### config.mk
export PLATFORM = sky130hd
export DESIGN_NAME = ro_enable_decoder
export DESIGN_NICKNAME = d
export VERILOG_FILES = /design/src/rtl/ro_enable_decoder_pkg.sv /design/src/rtl/ro_enable_decoder_onehot_decode.sv /design/src/rtl/ro_enable_decoder.sv
export SDC_FILE = /design/constraint.sdc
export NUM_CORES = 1
export LEC_CHECK = 0
export BUFFER_PORTS_ARGS = -buffer_cell sky130_fd_sc_hd__buf_2
export CAP_MARGIN = 20
export CORE_ASPECT_RATIO = 1.5
export CORE_MARGIN = 3
export CORE_UTILIZATION = 63
export CTS_BUF_LIST = sky130_fd_sc_hd__clkbuf_8
export CTS_CLUSTER_DIAMETER = 40
export DETAILED_ROUTE_END_ITERATION = 10
export PLACE_DENSITY = 0.95
export SLEW_MARGIN = 30
export SYNTH_ARGS = -nofsm -noshare
export SYNTH_HDL_FRONTEND = slang
export SYNTH_SLANG_ARGS = --single-unit
### constraint.sdc
create_clock -name clk -period 5.25 [get_ports clk]
set_input_delay 0 -clock clk [delete_from_list [all_inputs] [get_ports clk]]
set_output_delay 0 -clock clk [all_outputs]
set_load 0.03 [all_outputs]
### src/rtl/ro_enable_decoder_pkg.sv
// ro_enable_decoder_pkg: shared FSM encoding, defaults and log2 helper
package ro_enable_decoder_pkg;
  typedef enum logic [1:0] {ST_IDLE, ST_ACTIVE, ST_GAP} state_t;
  localparam int GAP_CYCLES_DEF = 2;
  function automatic int clog2(input int v);
    int r;
    r = 0;
    while ((1 << r) < v) r++;
    return r;
  endfunction
endpackage

### src/rtl/ro_enable_decoder_onehot_decode.sv
// onehot_decode: combinational index to one-hot decoder with range check
module onehot_decode #(
  parameter int DEPTH = 4,
  parameter int IW = 2
) (
  input  logic [IW-1:0]    idx,
  output logic [DEPTH-1:0] onehot,
  output logic             legal
);
  assign legal = 32'(idx) < DEPTH;
  assign onehot = legal ? DEPTH'(1) << idx : '0;
endmodule

### src/rtl/ro_enable_decoder.sv
// ro_enable_decoder: registered one-hot RO enable with timed window and guard gap
module ro_enable_decoder
  import ro_enable_decoder_pkg::*;
#(
  parameter int DECODER_DEPTH = 4,
  parameter int log2N = 2,
  parameter int WIN_W = 16,
  parameter int GAP_CYCLES = GAP_CYCLES_DEF
) (
  input  logic                     clk,
  input  logic                     rst_n,
  input  logic [log2N-1:0]         IDX_IN,
  input  logic [WIN_W-1:0]         WINDOW,
  input  logic                     IDX_VALID,
  output logic                     IDX_READY,
  input  logic                     ABORT,
  output logic [DECODER_DEPTH-1:0] EN_OUT,
  output logic                     BUSY,
  output logic                     DONE,
  output logic                     ERR
);
  localparam int GW = clog2(GAP_CYCLES + 1);
  state_t st, st_n;
  logic [WIN_W-1:0] win, win_n;
  logic [GW-1:0] gap, gap_n;
  logic ab, ab_n, legal, done_n, err_n;
  logic [DECODER_DEPTH-1:0] onehot, en_n;
  onehot_decode #(.DEPTH(DECODER_DEPTH), .IW(log2N)) u_dec (
    .idx(IDX_IN),
    .onehot(onehot),
    .legal(legal)
  );
  // state, counters and every output are flops so EN_OUT never glitches
  always_ff @(posedge clk or negedge rst_n) begin
    if (!rst_n) begin
      st <= ST_IDLE;
      win <= '0;
      gap <= '0;
      ab <= 1'b0;
      EN_OUT <= '0;
      BUSY <= 1'b0;
      DONE <= 1'b0;
      ERR <= 1'b0;
      IDX_READY <= 1'b1;
    end else begin
      st <= st_n;
      win <= win_n;
      gap <= gap_n;
      ab <= ab_n;
      EN_OUT <= en_n;
      BUSY <= st_n != ST_IDLE;
      DONE <= done_n;
      ERR <= err_n;
      IDX_READY <= st_n == ST_IDLE;
    end
  end
  // next state: abort latches into ab so DONE is suppressed at the end of the gap
  always_comb begin
    st_n = st;
    win_n = win;
    gap_n = gap;
    ab_n = ab;
    en_n = EN_OUT;
    done_n = 1'b0;
    err_n = 1'b0;
    case (st)
      ST_IDLE: if (IDX_VALID) begin
        err_n = !legal;
        if (legal) begin
          ab_n = 1'b0;
          win_n = WINDOW;
          gap_n = GW'(GAP_CYCLES);
          en_n = WINDOW == '0 ? '0 : onehot;
          st_n = WINDOW == '0 ? ST_GAP : ST_ACTIVE;
        end
      end
      ST_ACTIVE: if (ABORT || win == WIN_W'(1)) begin
        st_n = ST_GAP;
        en_n = '0;
        ab_n = ABORT;
      end else begin
        win_n = win - WIN_W'(1);
      end
      ST_GAP: begin
        ab_n = ab | ABORT;
        gap_n = gap - GW'(1);
        if (gap == GW'(1)) begin
          st_n = ST_IDLE;
          done_n = !(ab | ABORT);
        end
      end
      default: st_n = ST_IDLE;
    endcase
  end
endmodule

==> impl_metrics.py, run 1 <==
metrics = {
    "outcome": {
        "status": "complete, but fails checks",
        "failing_checks": "negative hold slack",
    },
    "finish": {
        "layout.cells.most_common": "sky130_fd_sc_hd__buf_2",
        "nets": 268,
        "layout-drive-gt1-share_pct": 18.1,
        "final_cell_area_um2": 2090,
        "antenna_cells": 0,
        "most-common-layout-cells": "28 x sky130_fd_sc_hd__buf_2, 27 x sky130_fd_sc_hd__dfrtp_1, 22 x sky130_fd_sc_hd__nor2_1, 19 x sky130_fd_sc_hd__nand2_1, 14 x sky130_fd_sc_hd__o21ai_0",
        "syn2layout_area_growth_pct": 14.6,
    },
    "setup_path": {
        "reg2reg_setup_slack_ns": 2.41,
        "crit_fanout": 11,
        "arrival_ns": 3.04,
        "r2r-start": "st[0]$_DFF_PN0_",
        "path_class": "reg2reg",
        "cell_depth_of_the_worst_flop_to_flop_path": 7,
        "worst_setup_path_end_kind": "flip-flop",
        "worstReg2RegEnd": "win[12]$_DFFE_PN0P_",
        "critPathRequiredTime_ns": 5.45,
        "startpoint_type": "flip-flop",
    },
    "sta": {
        "skew_ns": 0.00778,
        "rsz0062_at_grt": "false",
        "finalWorstPathRequiredPeriod_ns": 2.84,
        "finalMaxSlewViolations": 0,
        "tightestPinTransition_ns": 0.936,
        "setup_slack_after_layout_ns": 2.41,
        "final.period_utilization_pct": 54.1,
        "max_clock_freq_ghz": 0.352,
        "setup_viol": 0,
        "slew_headroom_pct": 36.9,
        "timing_hold_violations_final": 1,
        "whs_ns": -0.00747,
        "setup_total_negative_slack_ns": 0,
    },
    "min_path": {
        "hold_path_end": "EN_OUT[1]$_DFFE_PN0P_",
        "holdCritStartpoint": "IDX_IN[0]",
        "hold_path.class": "in2reg",
        "worstHoldPathCells": 3,
    },
    "global_route": {
        "first_pass_grt_wire_length_um": 8630,
        "tot_gr_track_use_pct": 31.4,
        "grt_overflow": 0,
        "grt_start_max_net_pins": 37,
        "first_global_vias": 1892,
        "antenna_found_initial": 0,
    },
    "logic_synthesis": {
        "synth.distinct_cells": 56,
        "number_of_register_bits_inferred_by_synthesis": 28,
        "mappedNetlistArea_um2": 1820,
        "async_reset_ff_share_pct": 100,
        "synthesis.yosys.warnings": 0,
        "netlist_top_cells_area": "sky130_fd_sc_hd__dfrtp_1 37%, sky130_fd_sc_hd__ha_1 4.8%, sky130_fd_sc_hd__nor2_1 4.5%",
        "yosys.area.top_type": "sky130_fd_sc_hd__dfrtp_1",
        "synth-seq-area-share_pct": 38.5,
        "postSynthNetCount": 239,
        "synth-main-ff-cell": "sky130_fd_sc_hd__dfrtp_1",
        "netlist_instances": 210,
        "synth_area_per_cell_um2": 8.67,
        "synth_edf_count": 0,
        "synth_top_cell_area_share_pct": 37.1,
    },
    "floorplan": {
        "core_area_um2": 2710,
        "pin_count": 30,
        "fp.dieArea_um2": 3590,
        "rows": 23,
        "fp.dieW_um": 49.9,
        "starting_utilization_of_the_core_area_pct": 67.3,
        "floorplan.die.height_um": 71.9,
    },
    "pwr": {
        "p_per_area_nw_per_um2": 575,
        "ir_worst_vdd_mv": 0.353,
        "leakage_nw": 0.881,
    },
    "clock_tree": {
        "post_cts.repair.setup_buffers": 0,
        "cts.repair.resized": 0,
        "tritoncts": "done",
        "cts_max_level": 1,
        "path_clk_slew_ns": 0.10,
        "cts.path.max_buffers": 2,
        "clk_latency_ns": 0.28,
        "cts_num_sinks": 28,
        "holdBufCountCts": 4,
        "root_buffer": "sky130_fd_sc_hd__clkbuf_8",
        "numCtsBuffers": 3,
    },
    "placement": {
        "dpl.hpwl_um": 3760,
        "gp_congestion": 0.940,
        "dpl-instance-area_um2": 1980,
        "port_buffers": 28,
        "detailedPlace.worstSlack_ns": 2.51,
    },
    "route": {
        "via_per_inst": 7.00,
        "via_count": 1924,
        "drt-initial-drc-count": 223,
        "ant_nets": 0,
        "detail_route.drc_violations": 0,
        "dr_pass1_iterations": 8,
        "wl_per_cell_um": 19.1,
        "routed_wl_um": 5240,
    },
    "job": {
        "cap_violations": 0,
    },
}
-- cells in the mapped netlist, types with 2 or more instances --
master / count
sky130_fd_sc_hd__clkbuf_1: 7
sky130_fd_sc_hd__o22ai_1: 9
sky130_fd_sc_hd__and3_1: 2
sky130_fd_sc_hd__nand3_1: 7
sky130_fd_sc_hd__nand2b_1: 2
sky130_fd_sc_hd__o32a_1: 2
sky130_fd_sc_hd__nand2_1: 19
sky130_fd_sc_hd__nor3_1: 5
sky130_fd_sc_hd__o22a_1: 2
sky130_fd_sc_hd__o21ai_0: 14
sky130_fd_sc_hd__or3_1: 4
sky130_fd_sc_hd__dfrtp_1: 27
sky130_fd_sc_hd__o311ai_0: 3
sky130_fd_sc_hd__nor2b_1: 5
sky130_fd_sc_hd__inv_1: 7
sky130_fd_sc_hd__ha_1: 7
sky130_fd_sc_hd__nand4_1: 5
sky130_fd_sc_hd__nor4_1: 8
sky130_fd_sc_hd__nor2_1: 22
sky130_fd_sc_hd__a31oi_1: 7
sky130_fd_sc_hd__a21oi_1: 11
-- how the worst max path moves through the flow --
stage          depth (start not counted)                from  slack, ns                     to
4_1_cts                                7     st[0]$_DFF_PN0_       2.43    win[12]$_DFFE_PN0P_
5_1_grt                                7     st[1]$_DFF_PN0_       2.13    win[12]$_DFFE_PN0P_
2_1_floorplan                          7  win[1]$_DFFE_PN0P_       3.19  EN_OUT[2]$_DFFE_PN0P_
6_report                               7     st[0]$_DFF_PN0_       2.41    win[12]$_DFFE_PN0P_
3_5_place_dp                           7     st[0]$_DFF_PN0_       2.51    win[12]$_DFFE_PN0P_
3_3_place_gp                           7     st[1]$_DFF_PN0_       2.70    win[12]$_DFFE_PN0P_
-- sequential cells by signal (all words and copies together), names as in the netlist --
signal and cells:
win 16, EN_OUT 4, gap 2, st 2, BUSY 1, DONE 1, IDX_READY 1, ab 1
-- cell type report --
class / count / area, um2
Multi-Input combinational cell: 165 / 1050
Clock buffer: 3 / 41.3
Fill cell: 203 / 617
Clock inverter: 1 / 30.0
Inverter: 8 / 30.0
Tap cell: 37 / 46.3
Sequential cell: 28 / 702
Timing Repair Buffer: 33 / 188
-- critical path, stage by stage, from the launching register on --
cell and delay [ns]:
sky130_fd_sc_hd__dfrtp_1 0.43, sky130_fd_sc_hd__inv_1 0.12, sky130_fd_sc_hd__ha_1 0.38, sky130_fd_sc_hd__mux2i_1 0.68, sky130_fd_sc_hd__nor2_1 0.33, sky130_fd_sc_hd__a21oi_1 0.55, sky130_fd_sc_hd__o22ai_1 0.17, sky130_fd_sc_hd__o21ai_0 0.11
-- metrics by stage --
step                total power (W)  hold slack (ns)  utilization (%)  instances
finish                      0.00120         -0.00747             77.2        275
global placement           0.000976           0.0492             73.1        267
CTS                         0.00118          0.00634             77.2        275
floorplan                  0.000843           -0.296                -        210
global route                0.00128           0.0214             77.2        275
detailed placement          0.00101           0.0554             73.1        267
-- cells by family after synthesis --
group           Yosys count  synth area share, %
flops                    28                 38.5
simple gates             91                 27.8
buf+inv                  17                 3.78
compound gates           65                 24.3
other cells               1                0.206
mux                       1                0.549
fa+ha+maj                 7                 4.81
-- metal layers --
metal	GRT usage, %	up-vias	share of wire [%]
met4	15.1	0	5.0
met1	34.8	895	35
met3	3.33	44	7.1
met2	58.5	126	53
met5	0	-	0
li1	-	859	-
-- report_power, final --
group,total [W],leakage [nW],internal [W],switching [W]
Combinational,0.000592,0.514,0.000215,0.000377
Sequential,0.000435,0.331,0.000319,0.000116
Clock,0.000173,0.0357,0.000102,0.0000706
Note: power is estimated with default switching activity, not from simulation.
==> inputs of run 2 (changes only) <==
CORE_UTILIZATION = 58   (was 63)
PLACE_DENSITY = 0.92   (was 0.95)
clock period = 2.79 ns   (was 5.25 ns; I/O delays follow)
==> run 2 against run 1 <==
The run still ends with negative hold slack left. Die area grew 7.7%. Flip-flop and latch count did not move. Critical path depth up 1. Critical path type unchanged. Critical endpoint is now EN_OUT[1]$_DFFE_PN0P_.
==> impl_metrics.py, run 2 (same netlist as run 1, synthesis figures left out) <==
metrics = {
    "outcome": {
        "status": "complete, but fails checks",
        "failing_checks": "negative hold slack",
    },
    "finish": {
        "layout-drive-gt1-share_pct": 20.0,
        "layout.cells.most_common": "sky130_fd_sc_hd__buf_2",
        "largest_reg_flops": 16,
        "final_cell_area_um2": 2150,
        "syn2layout_area_growth_pct": 17.8,
        "most-common-layout-cells": "28 x sky130_fd_sc_hd__buf_2, 27 x sky130_fd_sc_hd__dfrtp_1, 22 x sky130_fd_sc_hd__nor2_1, 19 x sky130_fd_sc_hd__nand2_1, 14 x sky130_fd_sc_hd__o21ai_0",
        "antenna_cells": 0,
        "n_fill_cell": 241,
        "leading_registers_by_flop_count": "win: 16 flops, EN_OUT: 4 flops",
        "nets": 275,
        "largest-register": "win",
        "layout.cells.non_filler": 284,
    },
    "clock_tree": {
        "clk_latency_ns": 0.28,
        "root_buffer": "sky130_fd_sc_hd__clkbuf_8",
        "path_clk_slew_ns": 0.10,
        "cts.path.max_buffers": 2,
        "cts_num_sinks": 28,
        "numCtsBuffers": 3,
        "cts_max_level": 1,
        "tritoncts": "done",
    },
    "sta": {
        "finalWorstPathRequiredPeriod_ns": 2.68,
        "final.period_utilization_pct": 96.0,
        "max_clock_freq_ghz": 0.373,
        "finalMaxSlewViolations": 0,
        "setup_viol": 0,
        "tightestPinTransition_ns": 0.838,
        "slew_headroom_pct": 43.7,
        "setup_total_negative_slack_ns": 0,
        "timing_hold_violations_final": 1,
        "rsz0062_at_grt": "false",
        "skew_ns": 0.00538,
        "whs_ns": -0.000656,
    },
    "placement": {
        "port_buffers": 28,
        "dpl.hpwl_um": 3790,
        "gp_congestion": 0.952,
        "dp.cells": 274,
        "dpl-instance-area_um2": 2020,
    },
    "setup_path": {
        "critical_path_max_stage_delay_ns": 0.57,
        "worst_setup_path_end_kind": "flip-flop",
        "startpoint_type": "flip-flop",
        "arrival_ns": 2.85,
        "slowest_stage": "sky130_fd_sc_hd__dlygate4sd3_1",
        "path_class": "reg2reg",
        "crit_buf_inv": 2,
        "crit_fanout": 5,
        "cp_top_family": "simple AND/OR/NAND/NOR gates",
        "critPathRequiredTime_ns": 2.96,
        "cp_cell_sequence": "inv_1, ha_1, or4b_4, nor4b_4, nor3_2, nand2b_4, o2bb2ai_1, dlygate4sd3_1",
    },
    "pwr": {
        "ir_worst_vdd_mv": 0.645,
        "p_per_area_nw_per_um2": 1070,
        "leakage_nw": 0.918,
    },
    "global_route": {
        "antenna_found_initial": 0,
        "grt_overflow": 0,
        "global_route.usage.met3_pct": 3.56,
        "first_pass_grt_wire_length_um": 8310,
        "global_route.usage.met2_pct": 53.0,
        "groute.layer.met1.usage_pct": 31.6,
        "grt.busiest_layer": "met2",
        "first_global_vias": 1851,
        "grt_start_max_net_pins": 29,
        "tot_gr_track_use_pct": 28.5,
    },
    "route": {
        "detail_route.drc_violations": 0,
        "dr_pass1_iterations": 4,
        "via_count": 1911,
        "routed_wl_um": 5190,
        "wl_per_cell_um": 18.3,
        "via_per_inst": 6.73,
        "ant_nets": 0,
        "drt-initial-drc-count": 126,
    },
    "floorplan": {
        "fp.dieW_um": 51.8,
        "pin_count": 30,
        "core_area_um2": 2970,
        "rows": 24,
        "fp.dieArea_um2": 3860,
        "starting_utilization_of_the_core_area_pct": 61.3,
        "floorplan.die.height_um": 74.6,
    },
    "min_path": {
        "hold_path.class": "in2reg",
    },
    "job": {
        "cap_violations": 0,
    },
}
[run 2: power breakdown]
part	internal, W	leakage (nW)	total, W	switching, W
logic	0.000449	0.552	0.00117	0.000716
clock network	0.000193	0.0357	0.000332	0.000139
registers	0.000600	0.331	0.000805	0.000205
total	0.00124	0.918	0.00230	0.00106
[run 2: metal layers]
layer / share of wire, % / routed length (um) / vias to the layer above
met5: 0 / 0 / -
met4: 4.2 / 220 / 0
met3: 6.8 / 353 / 29
met2: 52 / 2700 / 101
met1: 37 / 1910 / 906
li1: - / - / 875
[run 2: worst reg2reg max path: cells and delay by family (launching register included)]
kind                     cells  cell delay, ns
AND/OR/NAND/NOR              4            1.19
buffers and inverters        2            0.67
flip-flops                   1            0.42
adder cells (fa/ha/maj)      1            0.16
AO/OA/AOI/OAI                1            0.13
[run 2: worst paths after layout]
| check | from | endpoint | slack [ns] | cells after the start |
|---|---|---|---|---|
| worst max register to register | win[1]$_DFFE_PN0P_ | EN_OUT[1]$_DFFE_PN0P_ | 0.11 | 8 |
| min in group asynchronous | rst_n | gap[1]$_DFFE_PN0P_ | 0.26 | 2 |
| worst min register to register | ab$_DFFE_PN0P_ | DONE$_DFF_PN0_ | 0.47 | 1 |
| worst max-delay path | win[1]$_DFFE_PN0P_ | EN_OUT[1]$_DFFE_PN0P_ | 0.11 | 8 |
| max in group asynchronous | rst_n | win[15]$_DFFE_PN0P_ | 2.11 | 2 |
| worst min-delay path | WINDOW[4] | win[4]$_DFFE_PN0P_ | -0.0007 | 3 |
[run 2: layout make-up]
cell class	instances	area (um2)	area share [%]
inverters	8	30.0	1.40
flip-flops and latches	28	702	32.7
clock buffers	3	41.3	1.92
multi-input cells	165	1050	49.0
repair buffers	40	243	11.3
well taps	39	48.8	2.27
clock inverters	1	30.0	1.40
[run 2: repair_timing]
item                                   in CTS  in global routing
setup endpoints to repair                   0                  1
buffers inserted                            0                  1
endpoints found under the hold margin      31                  0
gates resized for setup                     0                  0
hold buffers                                5                  0
[run 2: stage by stage]
stage	worst slack (ns)	util [%]	hold slack (ns)	power [W]
floorplan	0.726	-	-0.296	0.00159
global placement	0.430	67.8	0.0574	0.00188
detailed placement	0.279	67.8	0.0531	0.00193
CTS	0.0658	71.9	0.00411	0.00227
global route	0.0406	72.2	0.0172	0.00245
finish	0.112	72.2	-0.000656	0.00230
